===== config.mk =====
export PLATFORM = sky130hd
export DESIGN_NAME = timer
export DESIGN_NICKNAME = d
export VERILOG_FILES = /design/src/rtl/timer.sv
export SDC_FILE = /design/constraint.sdc
export NUM_CORES = 1
export LEC_CHECK = 0
export BUFFER_PORTS_ARGS = -buffer_cell sky130_fd_sc_hd__buf_2
export CORE_ASPECT_RATIO = 0.9
export CORE_UTILIZATION = 63
export DETAILED_ROUTE_END_ITERATION = 16
export PLACE_DENSITY = 0.85
export SKIP_LAST_GASP = 1
export SYNTH_ARGS = -nofsm -noshare
export SYNTH_HDL_FRONTEND = slang
export SYNTH_SLANG_ARGS = --single-unit

===== constraint.sdc =====
create_clock -name clk -period 6.15 [get_ports clk]
set_input_delay 0.9225 -clock clk [delete_from_list [all_inputs] [get_ports clk]]
set_output_delay 0.9225 -clock clk [all_outputs]
set_load 0.01 [all_outputs]

===== src/rtl/timer.sv =====
// Memory-mapped 32-bit timer/counter slave with an 8-bit prescaler, one-shot and
// periodic compare modes, write-1-to-clear match/overflow flags and a level interrupt.
// Register map (word-aligned, address bits [1:0] ignored):
//   0x0 CTRL    : bit0 EN, bit1 PERIODIC, bit2 IRQ_EN, bits[15:8] PRESCALE
//   0x4 COUNT   : running counter value
//   0x8 COMPARE : match value
//   0xC STATUS  : bit0 MATCH, bit1 OVF (write 1 to clear)
module timer (
    input  logic        clk,
    input  logic        rst,
    input  logic [3:0]  timer_address,
    input  logic [31:0] timer_data_i,
    input  logic [3:0]  timer_wr,
    input  logic        timer_enable,
    output logic [31:0] timer_data_o,
    output logic        timer_ready,
    output logic        timer_interrupt
);

    localparam logic [1:0] REG_CTRL    = 2'd0;
    localparam logic [1:0] REG_COUNT   = 2'd1;
    localparam logic [1:0] REG_COMPARE = 2'd2;
    localparam logic [1:0] REG_STATUS  = 2'd3;

    // Control register fields
    logic        en_q, en_d;
    logic        periodic_q, periodic_d;
    logic        irqEn_q, irqEn_d;
    logic [7:0]  prescale_q, prescale_d;

    // Counting state
    logic [7:0]  pcnt_q, pcnt_d;
    logic [31:0] count_q, count_d;
    logic [31:0] compare_q, compare_d;

    // Status flags
    logic        match_q, match_d;
    logic        ovf_q, ovf_d;

    // Bus response
    logic        ready_q, ready_d;
    logic [31:0] rdata_q, rdata_d;

    // Decode and event strobes
    logic [1:0]  regSel;
    logic        access;
    logic        wrAny;
    logic        wrCtrl;
    logic        wrCount;
    logic        wrCompare;
    logic        wrStatus;
    logic        tick;
    logic        hitCompare;
    logic        hitMax;
    logic        setMatch;
    logic        setOvf;
    logic        clrMatch;
    logic        clrOvf;
    logic [31:0] ctrlView;
    logic [31:0] statusView;
    logic        unusedAddrBits;

    // Byte-lane merge used by every writable register
    function automatic logic [31:0] mergeBytes(input logic [31:0] oldVal,
                                               input logic [31:0] newVal,
                                               input logic [3:0]  lanes);
        logic [31:0] mask;
        mask = {{8{lanes[3]}}, {8{lanes[2]}}, {8{lanes[1]}}, {8{lanes[0]}}};
        return (oldVal & ~mask) | (newVal & mask);
    endfunction

    assign unusedAddrBits = ^timer_address[1:0];

    // Access decode: a new access is taken only while no acknowledge is outstanding
    always_comb begin
        regSel    = timer_address[3:2];
        access    = timer_enable & ~ready_q;
        wrAny     = access & (timer_wr != 4'b0000);
        wrCtrl    = wrAny & (regSel == REG_CTRL);
        wrCount   = wrAny & (regSel == REG_COUNT);
        wrCompare = wrAny & (regSel == REG_COMPARE);
        wrStatus  = wrAny & (regSel == REG_STATUS);
        ctrlView  = {16'h0000, prescale_q, 5'b00000, irqEn_q, periodic_q, en_q};
        statusView = {30'h0, ovf_q, match_q};
    end

    // Tick and compare events; a bus write to COUNT suppresses the count update and flag sets
    always_comb begin
        tick       = en_q & (pcnt_q == prescale_q);
        hitCompare = (count_q == compare_q);
        hitMax     = &count_q;
        setMatch   = tick & ~wrCount & hitCompare;
        setOvf     = tick & ~wrCount & ~hitCompare & hitMax;
        clrMatch   = wrStatus & timer_wr[0] & timer_data_i[0];
        clrOvf     = wrStatus & timer_wr[0] & timer_data_i[1];
    end

    // CTRL next state: one-shot auto-stop first, then a bus write to the low byte overrides it
    always_comb begin
        en_d       = en_q;
        periodic_d = periodic_q;
        irqEn_d    = irqEn_q;
        prescale_d = prescale_q;
        if (setMatch && !periodic_q) begin
            en_d = 1'b0;
        end
        if (wrCtrl) begin
            if (timer_wr[0]) begin
                en_d       = timer_data_i[0];
                periodic_d = timer_data_i[1];
                irqEn_d    = timer_data_i[2];
            end
            if (timer_wr[1]) begin
                prescale_d = timer_data_i[15:8];
            end
        end
    end

    // Prescaler: restarts on any CTRL/COUNT write (which also covers EN rising), free-runs while enabled
    always_comb begin
        pcnt_d = pcnt_q;
        if (wrCtrl || wrCount) begin
            pcnt_d = 8'h00;
        end else if (en_q) begin
            if (tick) begin
                pcnt_d = 8'h00;
            end else begin
                pcnt_d = pcnt_q + 8'h01;
            end
        end
    end

    // COUNT/COMPARE next state: bus writes win over the tick update
    always_comb begin
        count_d   = count_q;
        compare_d = compare_q;
        if (wrCount) begin
            count_d = mergeBytes(count_q, timer_data_i, timer_wr);
        end else if (tick) begin
            if (hitCompare || hitMax) begin
                count_d = 32'h0000_0000;
            end else begin
                count_d = count_q + 32'h0000_0001;
            end
        end
        if (wrCompare) begin
            compare_d = mergeBytes(compare_q, timer_data_i, timer_wr);
        end
    end

    // Status flags: a new event beats a simultaneous write-1-to-clear
    always_comb begin
        match_d = (match_q & ~clrMatch) | setMatch;
        ovf_d   = (ovf_q & ~clrOvf) | setOvf;
    end

    // Read path: capture the pre-write register value on every accepted access
    always_comb begin
        ready_d = access;
        rdata_d = rdata_q;
        if (access) begin
            case (regSel)
                REG_CTRL:    rdata_d = ctrlView;
                REG_COUNT:   rdata_d = count_q;
                REG_COMPARE: rdata_d = compare_q;
                default:     rdata_d = statusView;
            endcase
        end
    end

    // State registers with asynchronous active-low reset
    always_ff @(posedge clk or negedge rst) begin
        if (!rst) begin
            en_q       <= 1'b0;
            periodic_q <= 1'b0;
            irqEn_q    <= 1'b0;
            prescale_q <= 8'h00;
            pcnt_q     <= 8'h00;
            count_q    <= 32'h0000_0000;
            compare_q  <= 32'hFFFF_FFFF;
            match_q    <= 1'b0;
            ovf_q      <= 1'b0;
            ready_q    <= 1'b0;
            rdata_q    <= 32'h0000_0000;
        end else begin
            en_q       <= en_d;
            periodic_q <= periodic_d;
            irqEn_q    <= irqEn_d;
            prescale_q <= prescale_d;
            pcnt_q     <= pcnt_d;
            count_q    <= count_d;
            compare_q  <= compare_d;
            match_q    <= match_d;
            ovf_q      <= ovf_d;
            ready_q    <= ready_d;
            rdata_q    <= rdata_d;
        end
    end

    assign timer_data_o    = rdata_q;
    assign timer_ready     = ready_q;
    assign timer_interrupt = irqEn_q & (match_q | ovf_q);

endmodule


==> metrics.yaml, run 1 <==
power_and_ir_drop:
  internal_power_uw: 1840
  power_density_nw_per_um2: 372
  switching_share_pct: 33.1
  clockPowerShare_pct: 34.5
  seqPwrFrac_pct: 42.1
  ir_drop_mv: 0.307
  p_leak_uw: 0.00321
  power.switching_uw: 911
  power_frac_comb_pct: 23.4
worst_setup_path:
  startpoint: "timer_enable"
  crit_required_ps: 6460
  startpoint_type: "input pin"
  crit_type: "in -> reg"
  r2r_start: "timer_ready$_DFF_PN0_"
  cp_max_fo: 27
  cp.arrival_ps: 3830
  rrSetupSlack_ps: 2820
  crit_path_end_kind: "flop"
  reg2reg_depth: 6
layout:
  design_area_um2: 7400
  area_growth_pct: 13.9
  nets: 753
  nFillCells: 660
  drive_gt1_share_pct: 28.7
  n_antenna_cell: 0
floorplan:
  die_x_um: 109
  num_io_pins: 77
  dieArea_um2: 10700
  start_util_pct: 66.2
  design.core.area_um2: 9830
  num_rows: 34
  die-height_um: 98.4
synthesis:
  synth.cell_area_um2: 6500
  synth_top_area_cell: "dfrtp_1"
  ys_types: 65
  mappedNetlistNets: 699
  synth-xor-area-share_pct: 6.33
  synth.area.mux_share_pct: 8.64
  yosysMostFrequentCell: "dfrtp_1"
  synth_top_flop_cell: "dfrtp_1"
  netlist_top_cells_area: "dfrtp_1, dfstp_2, mux2_2"
  synthArstFlopShare_pct: 100
  synth_compound_area_share_pct: 15.5
  synth_edf_count: 0
  synth-seq-cells: 118
  synthAdderAreaFrac_pct: 0.385
  synth_top_family_by_area: "simple AND/OR/NAND/NOR gates"
  synth_top_area_share_pct: 33.1
  ys_warn_count: 0
  netlist_top_cells_count: "dfrtp_1, nor2_1, nand2_1, xor2_1, mux2_2"
  synthSimpleGateAreaFrac_pct: 18.6
  synth_seq_area_share_pct: 46.0
  syn_inst: 654
  syn_avg_cell_area_um2: 9.94
run:
  cap_violations: 0
sta:
  setup_viol: 0
  hold_viol: 0
  hold_slack_ps: 471
  tns_ps: 0
  worstMarginPinSlew_ps: 1300
  final_max_slew_viol_count: 0
  fmax_ghz: 0.284
  fin_crit_ps: 3520
  fin_crit_sh_pct: 57.2
  skew_ps: 7.79
  rsz0062_at_grt: "false"
  slew_headroom_pct: 13.5
placement:
  place_congestion: 0.923
  dp_hpwl_um: 11500
  place_area_um2: 6850
  port_buffers: 74
cts:
  postCtsSetupRepairBufs: 0
  root_buffer: "clkbuf_16"
  clockBufferDepth: 2
  cts-resized-gates: 0
  path_clk_slew_ps: 50
  cts_buffers: 17
  clk_latency_ps: 420
  hold_buffers: 0
  clkSinkCount: 118
  cts_tree: "built"
  h-tree-depth: 4
outcome:
  status: "finished, final reports clean"
detailed_routing:
  routedWlPerCell_um: 21.0
  vias: 5677
  drcViolationCount: 0
  dr.pass1.iters: 6
  drtAntennaViolNets: 0
  drt_iter0_drc: 610
  wirelength_um: 17800
  viasPerCell: 6.70
hold_path:
  hold_end: "timer_data_o[1]$_DFFE_PN0N_"
  hold_path.startpoint: "timer_data_o[1]$_DFFE_PN0N_"
  whs_path_depth: 2
  hp-class: "reg -> reg"
grt:
  track_usage_pct: 35.7
  grt.overflow.total: 0
  grt_pass1_vias: 5702
  grt_pass1_wl_um: 28700
  antenna_found_initial: 0
  grt_max_degree: 64
[area by class of cell]
type                    instances  area, µm²  area share, %
repair buffers                 81        425           5.75
well taps                     126        158           2.13
clock buffers                  21        450           6.08
multi-input cells             476       3220           43.5
flip-flops and latches        118       2990           40.4
inverters                      14       52.6          0.710
clock inverters                11        108           1.45
[power groups by stage]
stage / registers, µW / logic, µW / clock network (µW)
2_1_floorplan: 1120 / 452 / 0
3_3_place_gp: 1150 / 605 / 0
3_5_place_dp: 1160 / 627 / 0
4_1_cts: 1160 / 636 / 952
5_1_grt: 1180 / 701 / 986
6_report: 1160 / 645 / 950
[routing by layer]
metal | wire, µm | vias to the layer above | global-route usage (%)
met2 | 8350 | 363 | 54.1
li1 | - | 2496 | -
met5 | 0 | - | 0
met1 | 6910 | 2735 | 46.3
met4 | 801 | 0 | 19.1
met3 | 1710 | 83 | 9.75
[cells in the final DEF (no fill, tap or decap), types with 6 or more instances in the layout]
cell type,n
xnor2_1,6
inv_1,14
dfstp_2,32
nand2_1,42
a22oi_1,7
nand3_1,28
a221oi_1,22
mux2i_1,10
dfrtp_1,86
nand4_1,13
nor3_1,10
a31oi_1,8
buf_2,73
o22ai_1,9
mux2_2,37
buf_4,8
clkbuf_16,17
xor2_1,41
nor2_1,85
and3_1,7
a221o_1,6
nor4_1,8
a211oi_1,8
o21ai_0,24
clkinv_2,8
a21oi_1,25
o21ai_1,8
[cell families (layout without fill, tap and decap cells)]
logic type / count (synthesis) / after routing
muxes: 49 / 49
and+or+nand+nor: 234 / 234
xor gates and xnor gates: 47 / 47
DFF: 118 / 118
buffers and inverters: 60 / 127
AOI/OAI and AO/OA: 144 / 144
adders and majority gates: 2 / 2
[worst max-delay path, stage by stage]
cell and delay, ps:
buf_2 100, nand2b_1 890, o311a_1 330, nand3_2 460, a21boi_1 480, nand2_1 350, o31ai_1 300
[metrics by stage]
step / setup slack, ps / instances / utilization (%) / power [µW]
6_report: 2630 / 847 / 75.4 / 2760
3_3_place_gp: 2470 / 815 / 69.7 / 1750
4_1_cts: 2800 / 847 / 75.4 / 2740
5_1_grt: 2520 / 847 / 75.4 / 2870
3_5_place_dp: 2400 / 815 / 69.7 / 1790
2_1_floorplan: 3740 / 654 / - / 1570
[worst max-delay path by stage]
stage	endpoint	slack [ps]	cells after the start
2_1_floorplan	flop	3740	8
3_3_place_gp	flop	2470	7
3_5_place_dp	flop	2400	7
4_1_cts	flop	2800	7
5_1_grt	flop	2520	7
6_report	flop	2630	7
No activity file was read; power rests on OpenSTA's default activity.
==> run 2, diff against run 1 <==
- ABC_AREA: not set -> 1
- CORE_UTILIZATION: 63 -> 60
- PLACE_DENSITY: 0.85 -> 0.81
- clock period: 6.15 -> 3.6 ns (I/O delays scaled with it)
==> metrics.yaml, run 2 <==
power_and_ir_drop:
  p_total_uw: 5200  # was 2760 µW
  ir_drop_mv: 0.417  # was 0.307 mV
  power_density_nw_per_um2: 637  # was 372 nW/µm²
  p_leak_uw: 0.00395  # was 0.00321 µW
synthesis:
  synth.cell_area_um2: 7280  # was 6500 µm²
  synth_seq_area_share_pct: 41.1  # was 46.0%
  synth-seq-cells: 118  # unchanged
  synth_top_area_share_pct: 29.6  # was 33.1%
  synth_top_flop_cell: "dfrtp_1"  # unchanged
  ys_types: 43  # was 65
  yosysMostFrequentCell: "nand2_1"  # was dfrtp_1
  syn_inst: 977  # was 654
  netlist_top_cells_count: "nand2_1, nor2_1, inv_1, dfrtp_1, o21ai_0"  # was dfrtp_1, nor2_1, nand2_1, xor2_1, mux2_2
  synth_edf_count: 0  # unchanged
  ys_warn_count: 0  # unchanged
  syn_avg_cell_area_um2: 7.45  # was 9.94 µm²
  mappedNetlistNets: 1022  # was 699
  netlist_top_cells_area: "dfrtp_1, nand2_1, dfstp_2"  # was dfrtp_1, dfstp_2, mux2_2
  synthArstFlopShare_pct: 100  # unchanged
  synth_top_area_cell: "dfrtp_1"  # unchanged
grt:
  track_usage_pct: 30.4  # was 35.7%
  grt_pass1_vias: 6010  # was 5702
  grt_max_degree: 73  # was 64
  grt.overflow.total: 0  # unchanged
  grt_pass1_wl_um: 29700  # was 28700 µm
  antenna_found_initial: 0  # unchanged
layout:
  final_cell_mix: "nand2_1, nor2_1, inv_1"  # was dfrtp_1, nor2_1, buf_2
  nets: 1072  # was 753
  n_antenna_cell: 0  # unchanged
  area_growth_pct: 12.3  # was 13.9%
  nFillCells: 963  # was 660
  design_area_um2: 8170  # was 7400 µm²
  multi_input_area_um2: 3630  # was 3220 µm²
  drive_gt1_share_pct: 19.8  # was 28.7%
  mostFrequentLayoutCell: "nand2_1"  # was dfrtp_1
  instances_no_fill: 1196  # was 847
  postLayoutCoreUtil_pct: 70.3  # was 75.4%
  seq_area_um2: 2990  # unchanged
detailed_routing:
  drtAntennaViolNets: 0  # unchanged
  drt_iter0_drc: 474  # was 610
  dr.pass1.iters: 5  # was 6
  routedWlPerCell_um: 14.5  # was 21.0 µm
  drcViolationCount: 0  # unchanged
  viasPerCell: 5.37  # was 6.70
  wirelength_um: 17400  # was 17800 µm
  vias: 6424  # was 5677
sta:
  slew_headroom_pct: 33.9  # was 13.5%
  fmax_ghz: 0.402
  fin_crit_ps: 2490
  worstMarginPinSlew_ps: 989  # was 1300 ps
  rsz0062_at_grt: "false"  # unchanged
  skew_ps: 10.1  # was 7.79 ps
  hold_viol: 0  # unchanged
  fin_crit_sh_pct: 69.2
  setup_viol: 0  # unchanged
  tns_ps: 0  # unchanged
  final_max_slew_viol_count: 0  # unchanged
placement:
  dp_hpwl_um: 12400  # was 11500 µm
  place_congestion: 0.914  # was 0.923
  place_area_um2: 7610  # was 6850 µm²
  dp_cells: 1164  # was 815
  port_buffers: 74  # unchanged
worst_setup_path:
  cp_max_fo: 30  # was 27
  cp.arrival_ps: 2810  # was 3830 ps
  reg2reg_depth: 11  # was 6
  startpoint_type: "flop"  # was input pin
  crit_path_end_kind: "flop"  # unchanged
  crit_type: "reg -> reg"  # was in -> reg
  crit_required_ps: 3920  # was 6460 ps
cts:
  clockBufferDepth: 2  # unchanged
  clkSinkCount: 118  # unchanged
  root_buffer: "clkbuf_16"  # unchanged
  cts_buffers: 17  # unchanged
  h-tree-depth: 4  # unchanged
  clk_latency_ps: 430  # was 420 ps
  hold_buffers: 0  # unchanged
  path_clk_slew_ps: 50  # about the same
  cts-resized-gates: 0  # unchanged
  cts_tree: "built"  # unchanged
  postCtsSetupRepairBufs: 0  # unchanged
floorplan:
  dieArea_um2: 12600  # was 10700 µm²
  num_rows: 37  # was 34
  num_io_pins: 77  # unchanged
  design.core.area_um2: 11600  # was 9830 µm²
  die_x_um: 118  # was 109 µm
  start_util_pct: 62.6  # was 66.2%
  die-height_um: 106  # was 98.4 µm
run:
  cap_violations: 0  # unchanged
hold_path:
  hp-class: "in -> async"  # was reg -> reg
outcome:
  status: "finished, final reports clean"  # unchanged
-- run 2: changes by cell type in the layout (fill, tap and decap cells not counted), sizes merged, moves of 20 or more --
cell    delta
a221oi    -20
inv       +85
mux2      -20
nand2    +271
nand4     +21
nor2      +41
xnor2     +23
xor2      -24
-- run 2: power by group --
| group | total (µW) | switching (µW) | internal (µW) |
|---|---|---|---|
| clock | 1590 | 568 | 1020 |
| sequential | 2160 | 423 | 1730 |
| combinational | 1460 | 823 | 635 |
-- run 2: logic make-up (layout without fill, tap and decap cells) --
family / count (synthesis) / in the layout / share of synthesized area (%)
AO/OA/AOI/OAI: 121 / 121 / 9.29
adder cells (fa/ha/maj): 2 / 2 / 0.344
multiplexers: 19 / 19 / 2.91
XOR/XNOR: 46 / 46 / 5.54
AND/OR/NAND/NOR: 522 / 522 / 31.8
flip-flops: 118 / 118 / 41.1
buffers and inverters: 149 / 212 / 9.03
-- run 2: area by class of cell --
class	count	share of cell area, %
timing repair buffer	79	5.02
clock buffer	29	6.74
inverter	101	4.67
tap	156	2.39
sequential	118	36.6
clock inverter	3	0.184
multi-input combinational	710	44.4
-- run 2: per-layer routing --
metal | GRT usage (%) | up-vias | wire [µm]
li1 | - | 3206 | -
met5 | 0 | - | 0
met3 | 6.60 | 24 | 1180
met2 | 45.4 | 217 | 7670
met4 | 12.5 | 0 | 331
met1 | 43.0 | 2977 | 8180
-- run 2: stage by stage --
step	hold slack, ps	setup WS [ps]
after floorplan	244	1880
after global placement	461	1000
after detailed placement	469	996
after CTS	261	1090
after global routing	293	827
final	226	1110
-- run 2: worst max-delay path, stage by stage, from the launching register on --
cell	delay (ps)
dfstp_2	540
inv_1	60
nand2_1	50
nand4_1	100
nor2_1	240
nand2_1	140
nor2_1	140
nand2_1	600
nand3_2	330
nor2_1	60
nand2_1	60
nand2_1	50
-- run 2: worst paths after layout --
path	start	endpoint	slack, ps
min in group clk	timer_data_i[28]	flop	340
hold reg to reg	timer_data_o[15]$_DFFE_PN0N_	timer_data_o[15]$_DFFE_PN0N_	480
max in group asynchronous	rst	asynchronous set/reset pin	2460
setup reg to reg	flop	flop	1110
hold / removal	rst	pcnt_q[3]$_DFFE_PN0P_	230
setup / recovery	flop	flop	1110
